<file path="src/rtl/snn_input_loader.sv">
// snn_input_loader: streams a binary image into the SNN input RAM,
// starts the core and reports the digit. Option: SNN_LOADER_TIMEOUT_EN.
module snn_input_loader #(
   parameter int NUM_BITS    = 784,
   parameter int ADDR_W      = 10,
   parameter int TIMEOUT_CYC = 100000
) (
   input  logic              clk,
   input  logic              rst,
   input  logic [7:0]        rx_data,
   input  logic              rx_rdy,
   output logic              ram_we,
   output logic [ADDR_W-1:0] ram_addr,
   output logic              ram_d,
   output logic              core_start,
   input  logic              core_done,
   input  logic [3:0]        core_digit,
   output logic [3:0]        result_digit,
   output logic              result_vld,
   output logic              busy,
   output logic              overrun,
   output logic              timeout_err
);

   typedef enum logic [2:0] {
      S_LOAD,
      S_SHIFT,
      S_START,
      S_WAIT,
      S_REPORT
   } state_t;

   state_t            r_state;
   logic [7:0]        r_shift;
   logic [7:0]        r_hold;
   logic              r_hold_vld;
   logic [2:0]        r_bit;
   logic [ADDR_W-1:0] r_addr;
   logic [3:0]        r_digit;
   logic              r_busy;
   logic              r_overrun;

   logic w_last_bit;
   logic w_last_byte;
   logic w_frame_end;
   logic w_late_byte;

   assign w_last_bit  = (r_bit == 3'd7);
   // current byte is the final one of the frame; nothing may queue behind it
   assign w_last_byte = (r_addr >= ADDR_W'(NUM_BITS - 8));
   assign w_frame_end = (r_addr == ADDR_W'(NUM_BITS - 1));
   assign w_late_byte = rx_rdy && ((r_state == S_START) ||
                                   (r_state == S_WAIT)  ||
                                   (r_state == S_REPORT));

`ifdef SNN_LOADER_TIMEOUT_EN
   logic [31:0] r_wcnt;
   logic        r_timeout;
   assign timeout_err = r_timeout;
`else
   logic w_unused_to;
   assign w_unused_to = (TIMEOUT_CYC != 0);
   assign timeout_err = 1'b0;
`endif

   // loader FSM: byte intake, bit serialisation, core handshake
   always_ff @(posedge clk) begin
      if (rst) begin
         r_state    <= S_LOAD;
         r_shift    <= '0;
         r_hold     <= '0;
         r_hold_vld <= 1'b0;
         r_bit      <= '0;
         r_addr     <= '0;
         r_digit    <= '0;
         r_busy     <= 1'b0;
         r_overrun  <= 1'b0;
`ifdef SNN_LOADER_TIMEOUT_EN
         r_wcnt     <= '0;
         r_timeout  <= 1'b0;
`endif
      end else begin
         unique case (r_state)
            S_LOAD: begin
               if (rx_rdy) begin
                  r_shift <= rx_data;
                  r_bit   <= '0;
                  r_busy  <= 1'b1;
                  r_state <= S_SHIFT;
               end
            end
            S_SHIFT: begin
               r_shift <= {1'b0, r_shift[7:1]};
               r_addr  <= r_addr + ADDR_W'(1);
               r_bit   <= r_bit + 3'd1;
               if (w_last_bit) begin
                  if (r_hold_vld) begin
                     r_shift    <= r_hold;
                     r_hold_vld <= 1'b0;
                  end else if (rx_rdy && !w_last_byte) begin
                     r_shift <= rx_data;
                  end else if (w_frame_end) begin
                     r_state <= S_START;
                  end else begin
                     r_state <= S_LOAD;
                  end
               end
               if (rx_rdy) begin
                  if (w_last_byte || r_hold_vld) begin
                     r_overrun <= 1'b1;
                  end else if (!w_last_bit) begin
                     r_hold     <= rx_data;
                     r_hold_vld <= 1'b1;
                  end
               end
            end
            S_START: begin
               r_addr  <= '0;
               r_state <= S_WAIT;
`ifdef SNN_LOADER_TIMEOUT_EN
               r_wcnt  <= '0;
`endif
            end
            S_WAIT: begin
               if (core_done) begin
                  r_digit <= core_digit;
                  r_busy  <= 1'b0;
                  r_state <= S_REPORT;
`ifdef SNN_LOADER_TIMEOUT_EN
               end else if (r_wcnt == 32'(TIMEOUT_CYC - 1)) begin
                  r_timeout <= 1'b1;
                  r_digit   <= 4'hF;
                  r_busy    <= 1'b0;
                  r_state   <= S_REPORT;
               end else begin
                  r_wcnt <= r_wcnt + 32'd1;
`endif
               end
            end
            S_REPORT: begin
               r_state <= S_LOAD;
            end
            default: begin
               r_state <= S_LOAD;
            end
         endcase
         if (w_late_byte) begin
            r_overrun <= 1'b1;
         end
      end
   end

   assign ram_we       = (r_state == S_SHIFT);
   assign ram_addr     = r_addr;
   assign ram_d        = r_shift[0];
   assign core_start   = (r_state == S_START);
   assign result_vld   = (r_state == S_REPORT);
   assign result_digit = r_digit;
   assign busy         = r_busy;
   assign overrun      = r_overrun;

endmodule

</file>
<file path="config.mk">
export PLATFORM = sky130hd
export DESIGN_NAME = snn_input_loader
export DESIGN_NICKNAME = d
export VERILOG_FILES = /design/src/rtl/snn_input_loader.sv
export SDC_FILE = /design/constraint.sdc
export NUM_CORES = 1
export LEC_CHECK = 0
export CORE_ASPECT_RATIO = 0.9
export CORE_MARGIN = 3
export CORE_UTILIZATION = 62
export CTS_CLUSTER_DIAMETER = 200
export DETAILED_ROUTE_END_ITERATION = 10
export DONT_BUFFER_PORTS = 1
export GPL_TIMING_DRIVEN = 0
export HOLD_SLACK_MARGIN = 0.05
export PLACE_DENSITY = 0.79
export SYNTH_ARGS = -nofsm -noshare
export SYNTH_HDL_FRONTEND = slang
export SYNTH_SLANG_ARGS = --single-unit
export TNS_END_PERCENT = 20
</file>
<file path="constraint.sdc">
create_clock -name clk -period 2.7 [get_ports clk]
set_clock_uncertainty 0.2 [all_clocks]
set_input_delay 0.27 -clock clk [delete_from_list [all_inputs] [get_ports clk]]
set_output_delay 0.27 -clock clk [all_outputs]
set_load 0.005 [all_outputs]
</file>
==> qor.txt, run 1 <==
TritonRoute pass-1 iters - 4
First-pass GRT wire length - 8825 um
Wirelength per Cell - 17.25 um
Share of cells above drive strength 1 - 6.859%
Placed wire-length estimate - 3564 um
Worst Setup Path Type - reg -> reg
CTS Buf Count - 5
Fin area - 2414 um2
Die area - 4128 um2
Multi-input logic area - 1190 um2
# rows - 19
LEAKAGE - 0.0009480 uW
R2r setup slk - 0.15 ns
Net count, final - 296
Max cap viols - 0
P&R area growth vs syn - 14.75%
Initial core utilization - 67.03%
DIE HEIGHT - 61.26 um
CTS tree - done
Clk pin slew, worst setup/hold paths - 0.08 ns
Worst-margin pin slew - 0.7885 ns
Die extent in x - 67.40 um
Vias in the first global route - 1,849
H-tree lvl count - 2
Seq. cell area - 780.7 um2
I/O pins - 37
Mapped cell area - 2103 um2
Setup crit start kind - flop
GRT Resource Usage Total - 28.65%
Fin. Hold Viols - 0
Seq/Total Area, Yosys - 37.12%
CP Max Fanout - 10
Fraction of registers with async set/reset - 0%
Routed WL - 5502 um
Finish-stage setup viols - 0
VDD IR max - 0.5366 mV
Yosys cell types - 42
Hold WS - 0.07650 ns
Placer congestion estimate - 0.8579
CTS Sinks - 39
CP endpoint kind - flop
HP Class - in -> reg
DR iter-0 viols - 164
Clk Latency, worst-skew pair - 0.30 ns
Post-CTS setup buffers - 0
Final ANT Viol Nets - 0
RSZ-0062 raised after global routing - no
CTS max path bufs - 2
FILL cells - 232
Net count after synthesis - 275
Via/cell ratio - 6.266
Via count - 1,999
Worst Path Required - 2.67 ns
Highest-delay cell along the critical path - clkbuf_1
Final Critical Period - 2.549 ns
Critical Path, Cell by Cell - ha_1, ha_1, clkbuf_1, clkbuf_1, nand3_1, a311o_1, o311ai_0
Port buffer count - 0
Final Max Slew Viols - 0
Synthesis Warnings - 0
Initial antenna violation count - 0
Largest net degree at the start of global routing - 13
Final period util - 94.40%
Crit path largest cell delay - 0.46 ns
CP Data Arrival Time - 2.52 ns
Cells after Synth - 255
Top FF cell, synth - dfxtp_1
Mean Syn Cell Area - 8.248 um2
Setup TNS - 0 ns
Run status - finished clean
Grt ovf - 0
Cells after DPL - 297
Fmax - 0.3923 GHz
Post-route DRC - 0
Root buffer cell - clkbuf_8
Post-DP Area - 2156 um2
Slew margin rel. - 47.04%
Final Util - 76.91%
Number of synthesized register bits - 39
Cell Count, Final, Fillers Out - 319
EDFF count, synth - 0
Power per Cell Area - 535.5 nW/um2
Core area - 3138 um2
Ant. Diodes - 0
==> Yosys cell counts (4+ instances only) <==
cell      instances  area [um2]
a21o_1            7       52.55
o31ai_1           4       30.03
nand2b_1          7       43.79
nor3_1            4       20.02
nand3_1          11       55.05
mux2i_1          20       200.2
nand2_1          37       138.9
o311ai_0          8       70.07
nor2_1           18       67.56
o21ai_0           6       30.03
dfxtp_1          39       780.8
clkbuf_1         16       60.06
ha_1              4       50.05
and3_1            4       25.02
a21oi_1          12       60.06
a311o_1           7       70.07
nand4_1           7       43.79
inv_1             8       30.03
==> report_power, final <==
group          total [uW]  switching [uW]  internal (uW)
clock network         513             214            299
logic                 159            87.8           71.0
registers             621            20.3            601
total                1290             322            971
==> layout by cell type, fill, tap and decap left out, drive strengths merged, types with 7 or more instances in the layout <==
master	n
nand4	7
a311o	7
a21o	7
nor2	18
clkbuf	22
o311ai	8
nand2	37
dfxtp	39
mux2i	20
nand3	11
a21oi	12
dlygate4sd3	14
inv	9
nand2b	7
==> critical path, delay by kind of cell, from the launching register on <==
family          cells  cell delay [ns]
buf+inv             2             0.85
compound gates      2             0.51
flops               1             0.38
fa+ha+maj           2             0.34
simple gates        1             0.15
==> worst paths after layout <==
check,from,endpoint,depth (start not counted)
worst min-delay path,rx_data[2],r_shift[2],2
worst min register to register,r_hold[5],r_hold[5],2
worst max register to register,r_bit[0],r_shift[6],7
worst max-delay path,r_bit[0],r_shift[6],7
==> flip-flops by register name, summed over array words and instances (netlist names) <==
name	cells
ram_addr	10
r_hold	8
r_shift	8
result_digit	4
r_bit	3
r_state	3
busy	1
overrun	1
r_hold_vld	1
==> cell type report <==
type / instances / area share, %
clock buffers: 6 / 3.421
multi-input cells: 186 / 49.30
repair buffers: 14 / 5.806
flip-flops and latches: 39 / 32.35
well taps: 42 / 2.177
plain buffers: 21 / 4.095
inverters: 9 / 1.400
clock inverters: 2 / 1.452
==> repair_timing <==
action | 4_1_cts | 5_1_grt
hold buffers | 14 | 0
endpoints found under the setup margin | 0 | 0
endpoints found under the hold margin | 19 | 0
resized for setup | 0 | 0
==> through the flow <==
step | setup slack [ns] | total power (uW)
6_report | 0.1511 | 1293
5_1_grt | 0.03596 | 1334
4_1_cts | 0.2810 | 1291
3_5_place_dp | 0.2832 | 769.6
3_3_place_gp | 0.2985 | 765.7
2_1_floorplan | 0.6519 | 738.5
==> per-layer routing <==
layer  GRT usage [%]  routed length, um
met1           39.53               2437
met3           5.839                436
met5               0                  0
met4           9.249                 76
met2           45.24               2552
==> kinds of logic after synthesis <==
family	after synthesis	synth area share, %
flip-flops	39	37.12
buffers and inverters	30	6.305
AND/OR/NAND/NOR	104	24.92
AO/OA/AOI/OAI	57	19.57
other	1	0.1783
adder cells (fa/ha/maj)	4	2.380
multiplexers	20	9.518
No activity file was read; power rests on OpenSTA's default activity.
==> run 2: changes to the inputs <==
--- a/config.mk
+++ b/config.mk
@@ -13,7 +13,9 @@
 export DONT_BUFFER_PORTS = 1
 export GPL_TIMING_DRIVEN = 0
 export HOLD_SLACK_MARGIN = 0.05
+export MAX_ROUTING_LAYER = met4
 export PLACE_DENSITY = 0.79
+export SETUP_SLACK_MARGIN = 0.5
 export SYNTH_ARGS = -nofsm -noshare
 export SYNTH_HDL_FRONTEND = slang
 export SYNTH_SLANG_ARGS = --single-unit
==> run 2 against run 1 <==
Compared with the run above: flip-flop and latch count did not move; fmax rose by 15%; sequential share of layout area fell by 0.46 points; global-route usage rose by 1.3 points; sequential power barely moved; cell area rose by 1.5%; count of clock-buffer cells in the layout did not move; die area did not move; register-to-register slack improved by 0.36 ns; setup slack improved by 0.34 ns.
==> qor.txt, run 2 (synthesis results as in run 1) <==
Run status - finished clean
Initial core utilization - 67.03%
CTS max path bufs - 2
Final Max Slew Viols - 0
CP endpoint kind - output pin
DIE HEIGHT - 61.26 um
H-tree lvl count - 2
TritonRoute pass-1 iters - 4
Worst Setup Path Type - reg -> out
Worst reg-to-reg path cell count - 8
Wirelength per Cell - 17.54 um
P&R area growth vs syn - 16.42%
Port buffer count - 0
Worst Path Required - 2.23 ns
Fin area - 2449 um2
Final ANT Viol Nets - 0
Core area - 3138 um2
Post-DP Area - 2156 um2
FF-to-FF Start - r_bit[0]
CTS tree - done
Net count, final - 298
Setup crit start kind - flop
Largest net degree at the start of global routing - 13
Via count - 2,007
CP Data Arrival Time - 1.74 ns
Max FFs per register - 10
Finish-stage setup viols - 0
Max cap viols - 0
Routed WL - 5631 um
Die extent in x - 67.40 um
First-pass GRT wire length - 8949 um
RR Endpoint - r_state[1]
Root buffer cell - clkbuf_8
CP Max Fanout - 10
Grt ovf - 0
Vias in the first global route - 1,856
Fmax - 0.4531 GHz
CTS Sinks - 39
HP Class - in -> reg
Clk pin slew, worst setup/hold paths - 0.08 ns
FILL cells - 230
GRT Resource Usage Total - 29.93%
Power per Cell Area - 531.9 nW/um2
Setup TNS - 0 ns
Post-route DRC - 0
VDD IR max - 0.5291 mV
LEAKAGE - 0.0009759 uW
Clk Latency, worst-skew pair - 0.30 ns
# rows - 19
Setup crit end - ram_we
Placed wire-length estimate - 3564 um
Final Critical Period - 2.207 ns
Final Util - 78.03%
I/O pins - 37
R2r setup slk - 0.51 ns
DR iter-0 viols - 220
Fin. Hold Viols - 0
Via/cell ratio - 6.252
Die area - 4128 um2
Leading cell types in the layout, fill and taps excluded - dfxtp_1 (39), nand2_1 (37), mux2i_1 (20)
Initial antenna violation count - 0
Final period util - 81.75%
Placer congestion estimate - 0.8716
CTS Buf Count - 5
Most common cell after layout, fill and taps aside - dfxtp_1
Crit path from - r_state[0]
Worst-margin pin slew - 0.5744 ns
RSZ-0062 raised after global routing - yes
Share of cells above drive strength 1 - 9.677%
Slew margin rel. - 61.71%
Ant. Diodes - 0
run 2: cell types whose count changed in the layout (fill, tap and decap cells not counted):
| cell | change |
|---|---|
| o311ai_0 | -4 |
| nor4_1 | -1 |
| a21oi_1 | -1 |
| a21oi_2 | +1 |
| o311ai_1 | +4 |
| clkbuf_1 | -4 |
| buf_4 | +4 |
| clkbuf_2 | +2 |
| nor4_2 | +1 |
run 2: how the worst min path moves through the flow:
| stage | from | endpoint | slack (ns) | depth (start not counted) |
|---|---|---|---|---|
| 2_1_floorplan | rx_data[7] | r_hold[7] | 0.21 | 2 |
| 3_3_place_gp | rx_data[1] | r_hold[1] | 0.22 | 2 |
| 3_5_place_dp | rx_data[6] | r_hold[6] | 0.22 | 2 |
| 4_1_cts | rx_data[3] | r_shift[3] | 0.05 | 2 |
| 5_1_grt | rst | r_shift[0] | 0.06 | 3 |
| 6_report | rst | r_shift[3] | 0.02 | 3 |
run 2: repair_timing:
item | CTS | global route
endpoints found under the setup margin | 18 | 19
resized for setup | 2 | 16
hold buffers | 14 | 0
endpoints found under the hold margin | 19 | 0
buffers inserted | 2 | 0
pin swaps | 1 | 0
run 2: power by group:
part	switching [uW]	leakage, uW	internal [uW]
Combinational	91.0	0.000596	74.8
Clock	216	0.0000612	299
Sequential	20.4	0.000318	601
Total	328	0.000976	975
run 2: final cells by class:
class / count / area, um2 / area share [%]
well taps: 42 / 52.55 / 2.146
flip-flops and latches: 39 / 780.7 / 31.89
clock inverters: 2 / 35.03 / 1.431
multi-input cells: 186 / 1200 / 49.00
clock buffers: 6 / 82.58 / 3.373
repair buffers: 16 / 155.1 / 6.336
plain buffers: 21 / 108.9 / 4.446
inverters: 9 / 33.78 / 1.380
run 2: stage by stage:
| stage | instances | total power [uW] | hold WS [ns] | setup WS (ns) |
|---|---|---|---|---|
| 6_report | 321 | 1302 | 0.02441 | 0.4928 |
| 5_1_grt | 321 | 1340 | 0.05976 | 0.4345 |
| 4_1_cts | 321 | 1294 | 0.05372 | 0.4635 |
| 3_5_place_dp | 297 | 769.6 | 0.2194 | 0.2832 |
| 3_3_place_gp | 297 | 765.7 | 0.2159 | 0.2985 |
| 2_1_floorplan | 255 | 738.5 | 0.2121 | 0.6519 |
run 2: routing by layer:
metal  part of all wire [%]  track usage (%)
met1                     45            40.20
met2                     46            45.24
met3                    7.9            6.022
met4                    1.3            9.827
met5                      0                -
run 2: critical path, cell delays in order (launching register included):
cell and delay (ns):
dfxtp_1 0.32, buf_4 0.16, or3b_1 0.37, buf_6 0.16
inv_2 0.18, buf_4 0.23
==> run 3: changes to the inputs <==
--- a/config.mk
+++ b/config.mk
@@ -7,14 +7,14 @@
 export LEC_CHECK = 0
 export CORE_ASPECT_RATIO = 0.9
 export CORE_MARGIN = 3
-export CORE_UTILIZATION = 62
+export CORE_UTILIZATION = 56
 export CTS_CLUSTER_DIAMETER = 200
 export DETAILED_ROUTE_END_ITERATION = 10
 export DONT_BUFFER_PORTS = 1
 export GPL_TIMING_DRIVEN = 0
 export HOLD_SLACK_MARGIN = 0.05
 export MAX_ROUTING_LAYER = met4
-export PLACE_DENSITY = 0.79
+export PLACE_DENSITY = 0.75
 export SETUP_SLACK_MARGIN = 0.5
 export SYNTH_ARGS = -nofsm -noshare
 export SYNTH_HDL_FRONTEND = slang
==> constraint.sdc (replaced) <==
create_clock -name clk -period 1.96 [get_ports clk]
set_clock_uncertainty 0.2 [all_clocks]
set_input_delay 0.196 -clock clk [delete_from_list [all_inputs] [get_ports clk]]
set_output_delay 0.196 -clock clk [all_outputs]
set_load 0.005 [all_outputs]
==> run 3 against run 2 <==
Compared with the run above: final cell count is 3.7% higher; cell area is 13% higher; wire length is 4.9% higher; setup slack worse by 0.46 ns; combinational power is 71% higher; global-route usage is 2.5 points lower; first-iteration DRC count is 37% lower; via count is 5.6% higher; sequential power is 38% higher; die area is 9.7% higher; flip-flop and latch count stayed put.
==> qor.txt, run 3 (synthesis results as in run 1) <==
Run status - finished clean
Reg power frac - 49.1%
Final Max Slew Viols - 0
Ant. Diodes - 0
First-pass GRT wire length - 9604 um
HP Start - rst
Wirelength per Cell - 17.74 um
H-tree lvl count - 2
P_sw - 460.9 uW
Port buffer count - 0
Max cap viols - 0
Slew margin rel. - 63.47%
Placed wire-length estimate - 3597 um
Final Critical Period - 1.931 ns
Sw Ratio - 26.31%
DIE HEIGHT - 64.14 um
Max FFs per register - 10
Grt ovf - 0
Share of cells above drive strength 1 - 22.84%
Internal power - 1291 uW
Grt met3 use - 5.818%
Die extent in x - 70.60 um
Finish-stage setup viols - 0
Largest net degree at the start of global routing - 13
Via/cell ratio - 6.363
Initial antenna violation count - 0
HP Class - in -> reg
FF-to-FF Start - r_state[0]
VDD IR max - 0.5726 mV
Root buffer cell - clkbuf_8
Vias in the first global route - 2,051
Hold WS - 0.04010 ns
FILL cells - 234
CTS Sinks - 39
CTS Buf Count - 5
Routed WL - 5906 um
Net count, final - 308
Fin. Hold Viols - 0
Worst reg-to-reg path cell count - 5
Core area - 3478 um2
Via count - 2,119
Final period util - 98.51%
Clk pin slew, worst setup/hold paths - 0.08 ns
Placer congestion estimate - 0.8698
Worst Hold Depth - 3
Global Route met2 Usage - 43.81%
Final Util - 79.57%
LEAKAGE - 0.001080 uW
Die area - 4528 um2
GRT busiest layer - met2
Worst-margin pin slew - 0.5479 ns
Power per Cell Area - 632.9 nW/um2
RSZ-0062 raised after global routing - yes
Leading cell types in the layout, fill and taps excluded - nand2_1 (37), dfxtp_1 (33), mux2i_1 (18)
Clk Latency, worst-skew pair - 0.29 ns
CTS Hold Bufs - 14
CP Data Arrival Time - 1.93 ns
Post-Place Setup Slack - -0.1880 ns
P&R area growth vs syn - 31.59%
Fin area - 2768 um2
Final worst setup slack - 0.02929 ns
Final ANT Viol Nets - 0
CTS tree - done
Clock share of power - 34.7%
CP Max Fanout - 7
I/O pins - 37
Worst Setup Path Type - reg -> reg
CP endpoint kind - flop
Worst Path Required - 1.96 ns
Initial core utilization - 60.47%
Most common cell after layout, fill and taps aside - nand2_1
DR iter-0 viols - 139
Crit path from - r_state[0]
TritonRoute pass-1 iters - 4
Post-route DRC - 0
Gate power share - 16.2%
Fmax - 0.5179 GHz
CTS max path bufs - 2
GR Util met1 - 33.75%
# rows - 20
Setup crit start kind - flop
GRT Resource Usage Total - 27.46%
Post-DP Area - 2238 um2
run 3: changes by cell type in the layout (fill, tap and decap cells not counted), sizes merged:
cell / previous run / this run
buf: 9 / 20
bufbuf: 0 / 1
bufinv: 1 / 0
clkbuf: 20 / 19
clkinv: 1 / 0
clkinvlp: 0 / 1
run 3: layer usage:
metal / vias to the layer above / part of all wire (%)
met5: - / 0
met4: 0 / 2.5
met3: 15 / 7.1
met2: 102 / 47
met1: 1011 / 44
li1: 991 / -
run 3: power by group through the flow:
| stage | logic (uW) | clock network, uW | registers (uW) |
|---|---|---|---|
| floorplan | 157 | 0 | 868 |
| global placement | 193 | 0 | 874 |
| detailed placement | 195 | 0 | 875 |
| CTS | 264 | 608 | 857 |
| global route | 309 | 637 | 863 |
| finish | 284 | 608 | 859 |
run 3: layout make-up:
class	instances	area, um2	share of cell area (%)
multi-input combinational	186	1320	47.69
sequential	39	788.3	28.48
clock inverter	1	7.507	0.2712
timing repair buffer	26	287.8	10.40
buffer	21	171.4	6.193
tap	44	55.05	1.989
inverter	9	41.29	1.492
clock buffer	7	96.34	3.481
run 3: through the flow:
stage | total power (uW) | std cells | setup TNS, ns
after floorplan | 1025 | 255 | 0
after global placement | 1066 | 299 | -2.145
after detailed placement | 1070 | 299 | -2.514
after CTS | 1729 | 332 | 0
after global routing | 1809 | 333 | -0.01059
final | 1752 | 333 | 0
run 3: worst max-delay path, cell delays in order (launching register included):
cell     delay [ns]
dfxtp_2        0.33
buf_6          0.08
or3b_1         0.35
buf_6          0.16
or4_4          0.51
o31ai_1        0.21
run 3: timing repair:
action                                  4_1_cts  5_1_grt
hold endpoints to repair                     23        1
resized for setup                            11       46
pin swaps                                     5       10
buffers inserted                             10        1
endpoints found under the setup margin       42       42
gates cloned                                  1        0
run 3: path summary, 6_finish.rpt:
kind                      end  slack, ns
setup reg to reg  ram_addr[7]       0.03
hold / removal     r_shift[0]       0.04
setup / recovery  ram_addr[7]       0.03
hold reg to reg     r_hold[6]       0.27
